### src/rtl/exc_ctrl_if.sv
// Core-side signal bundle for the exception/interrupt controller.
// Latency: n/a (wiring only).
// Backpressure: none; all signals are single-cycle level signals.
interface exc_ctrl_if #(
    parameter int NUM_IRQ = 4,
    parameter int ADDR_W  = 64
);
    localparam int ID_W = (NUM_IRQ > 1) ? $clog2(NUM_IRQ) : 1;

    logic [NUM_IRQ-1:0] irq;
    logic [NUM_IRQ-1:0] irq_mask;
    logic               bad_opcode;
    logic               eret;
    logic [ADDR_W-1:0]  pc;
    logic [ADDR_W-1:0]  npc;
    logic               exc_take;
    logic [ADDR_W-1:0]  exc_vector;
    logic [ADDR_W-1:0]  elr;
    logic [3:0]         estatus;
    logic [ID_W-1:0]    irq_id;
    logic [NUM_IRQ-1:0] irq_pending;
    logic               in_handler;
    logic               fault;

    modport master (
        output irq, irq_mask, bad_opcode, eret, pc, npc,
        input  exc_take, exc_vector, elr, estatus, irq_id, irq_pending, in_handler, fault
    );

    modport slave (
        input  irq, irq_mask, bad_opcode, eret, pc, npc,
        output exc_take, exc_vector, elr, estatus, irq_id, irq_pending, in_handler, fault
    );
endinterface

### src/rtl/exc_ctrl.sv
// Exception/interrupt controller: edge-latched maskable IRQs, ELR capture, handler FSM, watchdog.
// Latency: exc_take is combinational (0 cycles); IRQ edge to handler fetch is 2 cycles.
// Backpressure: none; requests stay pending while the FSM is busy or the channel is masked.
module exc_ctrl #(
    parameter int                NUM_IRQ     = 4,
    parameter int                ADDR_W      = 64,
    parameter logic [ADDR_W-1:0] EXC_VEC     = ADDR_W'(64'h0000_0000_0000_00D8),
    parameter int                WDOG_CYCLES = 1024
) (
    input  logic       clk,
    input  logic       reset,
    exc_ctrl_if.slave  bus
);
    localparam int  ID_W    = (NUM_IRQ > 1) ? $clog2(NUM_IRQ) : 1;
    localparam int  WD_W    = (WDOG_CYCLES > 1) ? $clog2(WDOG_CYCLES) : 1;
    localparam bit  WDOG_EN = (WDOG_CYCLES != 0);

    localparam logic [3:0] EST_NONE  = 4'b0000;
    localparam logic [3:0] EST_IRQ   = 4'b0001;
    localparam logic [3:0] EST_INVOP = 4'b0010;
    localparam logic [3:0] EST_DBL   = 4'b0011;
    localparam logic [3:0] EST_WDOG  = 4'b0100;

    typedef enum logic [1:0] {S_IDLE, S_HANDLER, S_COOLDOWN, S_FAULT} state_t;

    state_t             state, state_nxt;
    logic [NUM_IRQ-1:0] irq_prev, pending, pending_nxt, elig, clr;
    logic [ADDR_W-1:0]  elr;
    logic [3:0]         estatus, est_nxt;
    logic [ID_W-1:0]    irq_id, irq_sel;
    logic [WD_W-1:0]    wdog_cnt;
    logic               take_bad, take_irq, irq_hit;

    assign elig    = pending & bus.irq_mask;
    assign irq_hit = |elig;

    // Lowest eligible index wins: scan downward so the last hit is the smallest k.
    always_comb begin
        irq_sel = '0;
        for (int k = NUM_IRQ - 1; k >= 0; k--) begin
            if (elig[k]) irq_sel = ID_W'(k);
        end
    end

    always_ff @(posedge clk or negedge reset) begin
        if (!reset) state <= S_IDLE;
        else        state <= state_nxt;
    end

    always_comb begin
        state_nxt = state;
        est_nxt   = estatus;
        take_bad  = 1'b0;
        take_irq  = 1'b0;
        case (state)
            S_IDLE: begin
                if (bus.bad_opcode) begin
                    take_bad  = 1'b1;
                    est_nxt   = EST_INVOP;
                    state_nxt = S_HANDLER;
                end else if (irq_hit) begin
                    take_irq  = 1'b1;
                    est_nxt   = EST_IRQ;
                    state_nxt = S_HANDLER;
                end
            end
            S_HANDLER: begin
                if (bus.bad_opcode) begin
                    est_nxt   = EST_DBL;
                    state_nxt = S_FAULT;
                end else if (bus.eret) begin
                    est_nxt   = EST_NONE;
                    state_nxt = S_COOLDOWN;
                end else if (WDOG_EN && (wdog_cnt == WD_W'(WDOG_CYCLES - 1))) begin
                    est_nxt   = EST_WDOG;
                    state_nxt = S_FAULT;
                end
            end
            S_COOLDOWN: state_nxt = S_IDLE;
            default:    state_nxt = S_FAULT;
        endcase
    end

    // A new edge on a channel being taken this cycle survives the clear.
    always_comb begin
        clr = '0;
        if (take_irq) clr[irq_sel] = 1'b1;
        pending_nxt = (pending & ~clr) | (bus.irq & ~irq_prev);
    end

    always_ff @(posedge clk or negedge reset) begin
        if (!reset) begin
            irq_prev <= '0;
            pending  <= '0;
            elr      <= '0;
            estatus  <= EST_NONE;
            irq_id   <= '0;
            wdog_cnt <= '0;
        end else begin
            irq_prev <= bus.irq;
            pending  <= pending_nxt;
            estatus  <= est_nxt;
            if (take_bad) begin
                elr <= bus.pc;
            end else if (take_irq) begin
                elr    <= bus.npc;
                irq_id <= irq_sel;
            end
            // Held at zero outside HANDLER, so each entry starts a fresh count.
            if (state == S_HANDLER) wdog_cnt <= wdog_cnt + WD_W'(1);
            else                    wdog_cnt <= '0;
        end
    end

    assign bus.exc_take    = reset & (take_bad | take_irq);
    assign bus.exc_vector  = EXC_VEC;
    assign bus.elr         = elr;
    assign bus.estatus     = estatus;
    assign bus.irq_id      = irq_id;
    assign bus.irq_pending = pending;
    assign bus.in_handler  = (state == S_HANDLER);
    assign bus.fault       = (state == S_FAULT);
endmodule

### src/flat_wrapper.sv
// flat-port wrapper written by rule: the top's interface ports become plain ports
module exc_ctrl_flat 
#(
    parameter int                NUM_IRQ     = 4,
    parameter int                ADDR_W      = 64,
    parameter logic [ADDR_W-1:0] EXC_VEC     = ADDR_W'(64'h0000_0000_0000_00D8),
    parameter int                WDOG_CYCLES = 1024
)
  (clk, reset, bus_irq, bus_irq_mask, bus_bad_opcode, bus_eret, bus_pc, bus_npc, bus_exc_take, bus_exc_vector, bus_elr, bus_estatus, bus_irq_id, bus_irq_pending, bus_in_handler, bus_fault);
  exc_ctrl_if #(.NUM_IRQ(NUM_IRQ), .ADDR_W(ADDR_W)) bus_i ();
  input  logic clk;
  input  logic reset;
  input wire logic [$bits(bus_i.irq)-1:0] bus_irq;
  input wire logic [$bits(bus_i.irq_mask)-1:0] bus_irq_mask;
  input wire logic [$bits(bus_i.bad_opcode)-1:0] bus_bad_opcode;
  input wire logic [$bits(bus_i.eret)-1:0] bus_eret;
  input wire logic [$bits(bus_i.pc)-1:0] bus_pc;
  input wire logic [$bits(bus_i.npc)-1:0] bus_npc;
  output wire logic [$bits(bus_i.exc_take)-1:0] bus_exc_take;
  output wire logic [$bits(bus_i.exc_vector)-1:0] bus_exc_vector;
  output wire logic [$bits(bus_i.elr)-1:0] bus_elr;
  output wire logic [$bits(bus_i.estatus)-1:0] bus_estatus;
  output wire logic [$bits(bus_i.irq_id)-1:0] bus_irq_id;
  output wire logic [$bits(bus_i.irq_pending)-1:0] bus_irq_pending;
  output wire logic [$bits(bus_i.in_handler)-1:0] bus_in_handler;
  output wire logic [$bits(bus_i.fault)-1:0] bus_fault;
  assign bus_i.irq = bus_irq;
  assign bus_i.irq_mask = bus_irq_mask;
  assign bus_i.bad_opcode = bus_bad_opcode;
  assign bus_i.eret = bus_eret;
  assign bus_i.pc = bus_pc;
  assign bus_i.npc = bus_npc;
  assign bus_exc_take = bus_i.exc_take;
  assign bus_exc_vector = bus_i.exc_vector;
  assign bus_elr = bus_i.elr;
  assign bus_estatus = bus_i.estatus;
  assign bus_irq_id = bus_i.irq_id;
  assign bus_irq_pending = bus_i.irq_pending;
  assign bus_in_handler = bus_i.in_handler;
  assign bus_fault = bus_i.fault;
  exc_ctrl #(.NUM_IRQ(NUM_IRQ), .ADDR_W(ADDR_W), .EXC_VEC(EXC_VEC), .WDOG_CYCLES(WDOG_CYCLES)) u_core (.clk(clk), .reset(reset), .bus(bus_i));
endmodule
### config.mk
export PLATFORM = sky130hd
export DESIGN_NAME = exc_ctrl_flat
export DESIGN_NICKNAME = d
export VERILOG_FILES = /design/src/rtl/exc_ctrl_if.sv /design/src/rtl/exc_ctrl.sv /design/src/flat_wrapper.sv
export SDC_FILE = /design/constraint.sdc
export NUM_CORES = 1
export LEC_CHECK = 0
export CAP_MARGIN = 0
export CORE_MARGIN = 4
export CORE_UTILIZATION = 40
export CTS_CLUSTER_SIZE = 16
export DETAILED_ROUTE_END_ITERATION = 7
export PLACE_DENSITY = 0.86
export SETUP_SLACK_MARGIN = 0.05
export SYNTH_ARGS = -nofsm -noshare
export SYNTH_HDL_FRONTEND = slang
export SYNTH_SLANG_ARGS = --single-unit
### constraint.sdc
create_clock -name clk -period 3.4 [get_ports clk]
set_clock_uncertainty 0.05 [all_clocks]
set_input_delay 0.34 -clock clk [delete_from_list [all_inputs] [get_ports clk]]
set_output_delay 0.34 -clock clk [all_outputs]
set_load 0.05 [all_outputs]
# After elaboration in Yosys (flattened, before gate mapping)
# Index checks and enable logic that the tools add are counted.
# totals
romBits	0
elab_cells	60
latch_bits	0
ff_bits	90
ramBits	0
memories	0
output_inout_bits	141
in_bits	140
# op_classes
add_sub_neg	1
bitwise_logic	9
n_eq_ne	6
n_reduce_logical	8
mux	27
shift	0
div_mod_pow	0
order_cmp	2
multipliers	0
# op_table
operator	count
2-to-1 mux 64 bit	2
2-to-1 mux 4 bit	6
2-to-1 mux 2 bit	9
bitwise AND 4 bit	3
adder 10 x 1 -> 10 bit (second input constant)	1
== test 10 bit (second input constant)	1
2-to-1 mux 10 bit	1
NOT 4 bit	2
one-hot mux 4 bit (2 select lines)	1
2-to-1 mux 1 bit	6
one-hot mux 2 bit (3 select lines)	1
== test 2 bit (second input constant)	2
!= test 4 x 3 -> 1 bit (second input constant)	1
bitwise OR 4 bit	1
AND reduction 2 bit	2
nonzero test 2 bit	2
OR reduction 4 bit	1
< comparator 2 x 3 -> 1 bit (second input constant)	1
!= test 3 x 2 -> 1 bit (second input constant)	1
AND reduction 3 bit	1
demux 1 bit (select 2 bit)	1
== test 2 x 1 -> 1 bit (second input constant)	1
greater-or-equal comparator 2 x 1 -> 1 bit (second input constant)	1
logical NOT 2 bit	1
4 further kinds	4

# Depth between registers and ports, before layout
# Gate-level depths: netlist (run 1).
# depth
word_depth	13
mapped_depth	6
depth_no_buf	5

# Worst setup path after synthesis (run 1)
# OpenSTA, ideal clock, no wires.
# synth_path
path_kind	reg-to-output
from	register u_core.pending[2], in the netlist u_core.bus.irq_pending[2]
to	output port bus_exc_take
t_arrival_ps	1998
path_buffers	1
path_stages_with_launch	5
setup_slack_ps	1012
path_cell_list	dfrtp_1 -> a22oi_1 -> a311oi_2 -> clkbuf_1 -> and2_1
# synth_via
elab_chain_len	7
# synth_rtl
element	line_no	text
start, declared	exc_ctrl.sv:27	logic [NUM_IRQ-1:0] irq_prev, pending, pending_nxt, elig, clr;
start signal, assigned	exc_ctrl.sv:101	pending <= pending_nxt;
bitwise AND 4 bit	exc_ctrl.sv:34	assign elig = pending & bus.irq_mask;
OR reduction 4 bit	exc_ctrl.sv:35	assign irq_hit = |elig;
2-to-1 mux 1 bit	exc_ctrl.sv:61	end else if (irq_hit) begin
2-to-1 mux 1 bit	exc_ctrl.sv:57	if (bus.bad_opcode) begin
2-to-1 mux 1 bit	exc_ctrl.sv:55	case (state)
bitwise OR 1 bit	exc_ctrl.sv:115	assign bus.exc_take = reset & (take_bad | take_irq);
bitwise AND 1 bit	exc_ctrl.sv:115	
end, declared	flat_wrapper.sv:19	output wire logic [$bits(bus_i.exc_take)-1:0] bus_exc_take;
# No other way between the ends.

# Final worst setup path (run 1)
# layout_path
from	register u_core.state[1]
to	output port bus_in_handler
# layout_via
elab_chain_len	1
# layout_rtl
element	line_no	text
start, declared	exc_ctrl.sv:26	state_t state, state_nxt;
start signal, assigned	exc_ctrl.sv:47	else state <= state_nxt;
== test 2 x 1 -> 1 bit	exc_ctrl.sv:121	assign bus.in_handler = (state == S_HANDLER);
end, declared	flat_wrapper.sv:25	output wire logic [$bits(bus_i.in_handler)-1:0] bus_in_handler;
# No other way between the ends.

==> results by group, run 1 <==
Drt
  – Via total after detailed routing: 3814
  – Total Wirelength: 12.88 mm
  – DRT iter0 DRCs: 247
  – DRC Markers: 0
  – Mean routed wirelength per cell: 16.08 um
  – Antenna viol nets, final: 0
  – DR pass1 iterations: 4
  – Mean number of vias per cell: 4.762

Flow run
  – Max-Cap Viols: 0

Clocking
  – CTS tree: done
  – CTS sink count: 89
  – Clk Tree Root Cell: clkbuf_16
  – Worst skew pair latency: 330 ps
  – Post-CTS Resized: 0
  – # H-tree levels: 3
  – Clock Tree Buf Depth: 2
  – Clock slew at reported path FFs: 60 ps
  – CTS buffer count: 9

Floorplanning
  – Top Ports: 281
  – Row cnt: 38
  – Standard cell core area: 0.01098 sq mm
  – Die H: 114.5 um
  – Die ar.: 0.01312 sq mm
  – Die width: 114.5 um
  – Initial Utilization: 41.33%

Setup path
  – CP Class: reg -> out
  – CP startpoint kind: register
  – CP cell instances: nand2b_1 > inv_1 > clkdlybuf4s50_1
  – CP max FO: 11
  – Worst path slowest cell: clkdlybuf4s50_1
  – Slowest stage delay, CP: 810 ps
  – Arr. time, crit path: 2210 ps
  – CP Data Required Time: 3010 ps
  – Critical Path End Type: output port
  – R2R cell count: 4

Power and ir drop
  – Cell area power density: 959.0 mW/mm^2
  – Leakage: 2.827 nW
  – Max VDD drop: 712.2 uV

Logic synthesis
  – Mux contribution to synthesized area: 14.61%
  – Top post-synthesis cells by area: dfrtp_1 (49%), mux2i_1 (14%), buf_4 (12%)
  – Synth Area in XOR/XNOR: 1.544%
  – Most instantiated library cell after synthesis: dfrtp_1
  – Largest family of logic cells by synthesized area: multiplexers
  – Commonest cells in the netlist: dfrtp_1 (89), nor2_1 (74), buf_4 (71)
  – Seq/Total Area, Yosys: 49.06%
  – Cell Area, Synth: 0.004539 sq mm
  – Seq cells post-synth: 89
  – Synth Area in Simple Gates: 10.39%
  – Post-synthesis instance total: 450
  – FFs w/ async S/R, synth: 100.0%
  – Avg Cell Area, Syn: 10.09 sq um
  – Cell variety after synth: 38
  – Number of flops mapped to enable cells by yosys: 0
  – Ys flop type: dfrtp_1
  – Post-synth top area share: 49.06%
  – Synth Warn #: 0
  – Post-synthesis adder-cell area fraction: 0.2756%
  – Post-synth top area cell: dfrtp_1
  – Compound-Gate Fraction of Synth Area: 9.950%

Timing
  – Setup TNS: 0 ps
  – Slew of the pin with the lowest slew margin: 726.4 ps
  – Final period utilization: 76.39%
  – RSZ-0062 raised after global routing: false
  – Hold_ws: 375.9 ps
  – Final Hold Viols: 0
  – Final setup fails: 0
  – FMAX: 385.0 MHz
  – Final Critical Period: 2597 ps
  – Slew HR: 51.58%
  – Final Max Tran Viols: 0

Finish
  – Synthesis-to-finish area growth: 52.81%
  – Filler cells: 879
  – Nets: 797
  – ANT cells: 0
  – Share of cells above drive strength 1: 3.782%

GRT
  – First-pass GRT wire length: 19.54 mm
  – Aggregate global-route resource usage: 18.94%
  – Gr ovfl total: 0
  – Largest net degree at the start of global routing: 130
  – Vias in the first global route: 4003
  – Initial antenna violation count: 0

Run status
  – Run status: finished, final reports clean

Hold path
  – Hold Path Class: reg -> reg
  – Worst hold path depth: 1

Place
  – PortBufs: 215
  – Placer Congestion: 0.8245
  – DP HPWL: 10.05 mm
## cell type report
class / count / area, sq um / area share (%)
repair buffers: 220 / 2237 / 32.25
flip-flops and latches: 89 / 2227 / 32.11
multi-input cells: 330 / 1929 / 27.81
clock buffers: 11 / 242.7 / 3.499
well taps: 140 / 175.2 / 2.525
clock inverters: 5 / 102.6 / 1.479
inverters: 6 / 22.52 / 0.3247
## metrics by stage
step / cell area [sq um] / util [%] / setup WS, ps / instances / power [mW]
global placement: 6581 / 59.92 / 1120 / 784 / 5.452
detailed placement: 6581 / 59.92 / 1071 / 784 / 5.558
finish: 6937 / 63.16 / 802.9 / 801 / 6.652
CTS: 6937 / 63.16 / 784.4 / 801 / 6.708
floorplan: 4776 / - / 1012 / 513 / 4.296
global route: 6937 / 63.16 / 649.3 / 801 / 6.979
## layer usage
metal,part of all wire (%),up-vias,global-route usage [%],wire length (um)
li1,-,1815,-,-
met2,53,182,34.50,6866
met3,8.5,26,4.704,1089
met5,0,-,0,0
met4,2.5,0,7.284,325
met1,36,1791,21.08,4598
## power by group
| group | switching [mW] | internal, mW | leakage [nW] |
|---|---|---|---|
| Sequential | 0.265 | 1.50 | 1.01 |
| Combinational | 2.51 | 1.25 | 1.65 |
| Clock | 0.400 | 0.737 | 0.166 |
## repair_timing
item	CTS	global route
endpoints found under the setup margin	0	0
hold endpoints to repair	33	0
setup buffers	0	0
hold buffers	1	0
## placed cells by master, fill, tap and decap left out, types with 2 or more instances in the layout
master,instances
conb_1,65
mux2i_1,64
bufinv_16,3
and4_1,2
a22o_1,2
buf_12,4
nand4_1,2
a22oi_1,2
and2_1,3
o21ai_0,3
inv_1,6
buf_4,2
clkdlybuf4s50_1,213
xnor2_1,4
clkbuf_16,9
nand2_1,10
xor2_1,4
nor3_1,2
a21oi_1,67
nor2_1,74
or3_1,2
dfrtp_1,89
a31oi_1,2
nand3_1,5
## flip-flops by register name, indices dropped and copies added, names as in the netlist
name,cells
u_core.bus.elr,64
u_core.wdog_cnt,10
u_core.bus.irq_pending,4
u_core.irq_prev,4
u_core.bus.estatus,3
u_core.bus.irq_id,2
u_core.state,2
## critical path, delay by kind of cell, from the launching register on
family	cells	cell delay [ps]
buf+inv	2	960
flops	1	500
simple gates	1	410
## cell families (layout without fill, tap and decap cells)
logic type	after synthesis	count (layout)
AOI/OAI and AO/OA	82	82
and+or+nand+nor	108	108
DFF	89	89
muxes	66	66
adders and majority gates	1	1
other	2	65
buffers and inverters	94	242
xor gates and xnor gates	8	8
## path summary, 6_finish.rpt
path                            slack [ps]               start                         to
min in group asynchronous              460               reset         u_core.wdog_cnt[9]
worst max register to register        1470     u_core.state[1]      u_core.bus.estatus[0]
worst min register to register         380  u_core.irq_prev[2]  u_core.bus.irq_pending[2]
worst max-delay path                   800     u_core.state[1]             bus_in_handler
max in group asynchronous             1740               reset            u_core.state[0]
worst min-delay path                   380  u_core.irq_prev[2]  u_core.bus.irq_pending[2]
Note: power is estimated with default switching activity, not from simulation.
==> inputs of run 2 (changes only) <==
Settings changed: CORE_UTILIZATION 40 to 37, PLACE_DENSITY 0.86 to 0.8.
Clock period 3.4 ns to 2.5 ns, I/O delays scaled along.
==> run 2 against run 1 <==
Cell area shrank 0.16%. Combinational power rose by 36%. Count of clock-buffer cells in the layout down 1. Die area grew 7.5%. Register-to-register slack got worse by 880 ps. Core utilization decreased by 5.5 points. Setup slack got worse by 570 ps. Critical path type unchanged. Critical path depth unchanged. Hold slack got worse by 150 ps. Via count decreased by 1.4%.
==> results by group, run 2 (synthesis gave the netlist of run 1 again) <==
Power and ir drop
  – Max VDD drop: 736.9 uV (was 712.2 uV)
  – Cell area power density: 1269 mW/mm^2 (was 959.0 mW/mm^2)
  – Logic gate share of total power: 58.2% (was 56.5%)
  – Sequential power share: 27.3% (was 26.5%)
  – Leakage: 2.823 nW (was 2.827 nW)
  – Sw frac: 49.11% (was 47.64%)
  – Clock share of power: 14.5% (was 17.1%)
  – Internal power: 4.473 mW (was 3.483 mW)
  – Net Switching: 4.317 mW (was 3.169 mW)
  – Design Power: 8.791 mW (was 6.652 mW)

Setup path
  – CP startpoint kind: register (unchanged)
  – CP cell instances: nand2b_1 > inv_1 > clkdlybuf4s50_1 (unchanged)
  – CP max FO: 10 (was 11)
  – Crit-path leading delay family: buffers and inverters (unchanged)
  – Critical Path End Type: output port (unchanged)
  – Arr. time, crit path: 1970 ps (was 2210 ps)
  – Slowest stage delay, CP: 800 ps (was 810 ps)
  – Buf+Inv Stages, Crit Path: 2 (unchanged)
  – CP Data Required Time: 2200 ps (was 3010 ps)
  – Worst path slowest cell: clkdlybuf4s50_1 (unchanged)
  – CP Class: reg -> out (unchanged)

Drt
  – Total Wirelength: 12.28 mm (was 12.88 mm)
  – Antenna viol nets, final: 0 (unchanged)
  – DRC Markers: 0 (unchanged)
  – Mean number of vias per cell: 4.629 (was 4.762)
  – DR pass1 iterations: 4 (unchanged)
  – DRT iter0 DRCs: 133 (was 247)
  – Via total after detailed routing: 3759 (was 3814)
  – Mean routed wirelength per cell: 15.12 um (was 16.08 um)

Place
  – Setup Slack @ Placement: 303.6 ps (was 1071 ps)
  – Placed cell areas: 0.006633 sq mm (was 0.006581 sq mm)
  – Placer Congestion: 0.7848 (was 0.8245)
  – Post-Place Cells: 795 (was 784)
  – PortBufs: 215 (unchanged)
  – DP HPWL: 9.565 mm (was 10.05 mm)

Clocking
  – Worst skew pair latency: 340 ps (was 330 ps)
  – Clock Tree Buf Depth: 2 (unchanged)
  – Post-CTS Resized: 0 (unchanged)
  – Hold_buf cts: 1 (unchanged)
  – CTS buffer count: 9 (unchanged)
  – CTS sink count: 89 (unchanged)
  – # H-tree levels: 3 (unchanged)
  – Clock slew at reported path FFs: 70 ps (was 60 ps)
  – Clk Tree Root Cell: clkbuf_16 (unchanged)
  – CTS tree: done (unchanged)
  – Postcts setup bufs: 0 (unchanged)

Finish
  – Most frequent cells in the layout: clkdlybuf4s50_1 (213), dfrtp_1 (89), nor2_1 (74) (unchanged)
  – Largest register FFs: 64 (unchanged)
  – Finished Layout Cells: 812 (was 801)
  – Share of cells above drive strength 1: 4.511% (was 3.782%)
  – Commonest non-fill, non-tap cell in the layout: clkdlybuf4s50_1 (unchanged)
  – Nets: 801 (was 797)
  – Design Area, Final: 0.006925 sq mm (was 0.006937 sq mm)
  – ANT cells: 0 (unchanged)
  – Top reg by flops: u_core.bus.elr (unchanged)
  – Synthesis-to-finish area growth: 52.56% (was 52.81%)
  – Top flop regs: u_core.bus.elr: 64 flops, u_core.wdog_cnt: 10 flops (unchanged)

GRT
  – Gr ovfl total: 0 (unchanged)
  – Largest net degree at the start of global routing: 66 (was 130)
  – GR met3 Demand/Resource: 4.593% (was 4.704%)
  – Top Usage Layer GRT: met2 (unchanged)
  – Aggregate global-route resource usage: 17.00% (was 18.94%)
  – Vias in the first global route: 3788 (was 4003)
  – GR Util met1: 19.34% (was 21.08%)
  – Initial antenna violation count: 0 (unchanged)
  – First-pass GRT wire length: 19.34 mm (was 19.54 mm)
  – Met2 GRT Util: 30.16% (was 34.50%)

Timing
  – Final Max Tran Viols: 0 (unchanged)
  – Setup TNS: 0 ps (unchanged)
  – Final Hold Viols: 0 (unchanged)
  – Final setup fails: 0 (unchanged)
  – Slew HR: 62.62% (was 51.58%)
  – Final worst slack: 234.5 ps (was 802.9 ps)
  – Final period utilization: 90.62%
  – Slew of the pin with the lowest slew margin: 560.6 ps (was 726.4 ps)
  – RSZ-0062 raised after global routing: false (unchanged)
  – Final Critical Period: 2266 ps
  – FMAX: 441.4 MHz

Floorplanning
  – Initial Utilization: 37.79% (was 41.33%)
  – Top Ports: 281 (unchanged)
  – Standard cell core area: 0.01201 sq mm (was 0.01098 sq mm)
  – Die width: 118.8 um (was 114.5 um)
  – Die H: 118.8 um (was 114.5 um)
  – Row cnt: 40 (was 38)
  – Die ar.: 0.01411 sq mm (was 0.01312 sq mm)

Run status
  – Run status: finished, final reports clean (unchanged)

Flow run
  – Max-Cap Viols: 0 (unchanged)

Hold path
  – Hold Path Class: in -> async (was reg -> reg)
[run 2: changes by cell type in the layout (fill, tap and decap cells not counted)]
cell and change:
clkinv_2 +1, bufinv_16 -3, buf_12 +1, buf_4 +3, clkbuf_1 -1, clkinv_4 +3
[run 2: power groups by stage]
stage / sequential (mW) / combinational (mW) / clock [mW]
finish: 2.40 / 5.12 / 1.28
global route: 2.47 / 5.38 / 1.39
CTS: 2.40 / 5.17 / 1.32
detailed placement: 2.42 / 5.16 / 0
global placement: 2.40 / 5.07 / 0
floorplan: 4.27 / 1.57 / 0
[run 2: final cells by class]
| class | instances | area [sq um] |
|---|---|---|
| clock buffer | 10 | 239.0 |
| inverter | 6 | 22.52 |
| timing repair buffer | 224 | 2280 |
| sequential | 89 | 2227 |
| tap | 147 | 183.9 |
| clock inverter | 6 | 43.79 |
| fill | 1025 | 5086 |
| multi-input combinational | 330 | 1929 |
[run 2: layer usage]
metal	vias to the layer above	wire length, um
met3	23	885
met4	0	286
met5	-	0
li1	1824	-
met2	158	6497
met1	1754	4610
[run 2: stage by stage]
stage | hold WS [ps] | utilization (%)
after floorplan | -95.59 | -
after global placement | 40.26 | 55.22
after detailed placement | 41.85 | 55.22
after CTS | 213.3 | 57.66
after global routing | 242.0 | 57.66
final | 230.3 | 57.66
[run 2: final timing paths]
| kind | from | endpoint | slack (ps) | cells after the start |
|---|---|---|---|---|
| setup / recovery | u_core.state[1] | bus_in_handler | 230 | 3 |
| max in group asynchronous | reset | u_core.bus.elr[52] | 1380 | 3 |
| setup reg to reg | u_core.state[1] | u_core.bus.estatus[0] | 590 | 4 |
| hold reg to reg | u_core.irq_prev[0] | u_core.bus.irq_pending[0] | 380 | 1 |
| min in group clk | bus_irq[3] | u_core.irq_prev[3] | 320 | 1 |
| hold / removal | reset | u_core.bus.elr[23] | 230 | 2 |
==> inputs of run 3 (changes only) <==
Settings changed: CAP_MARGIN 0 to unset.
==> results of run 3 <==
No change in the layout: final DEF, timing and power equal those of run 2.
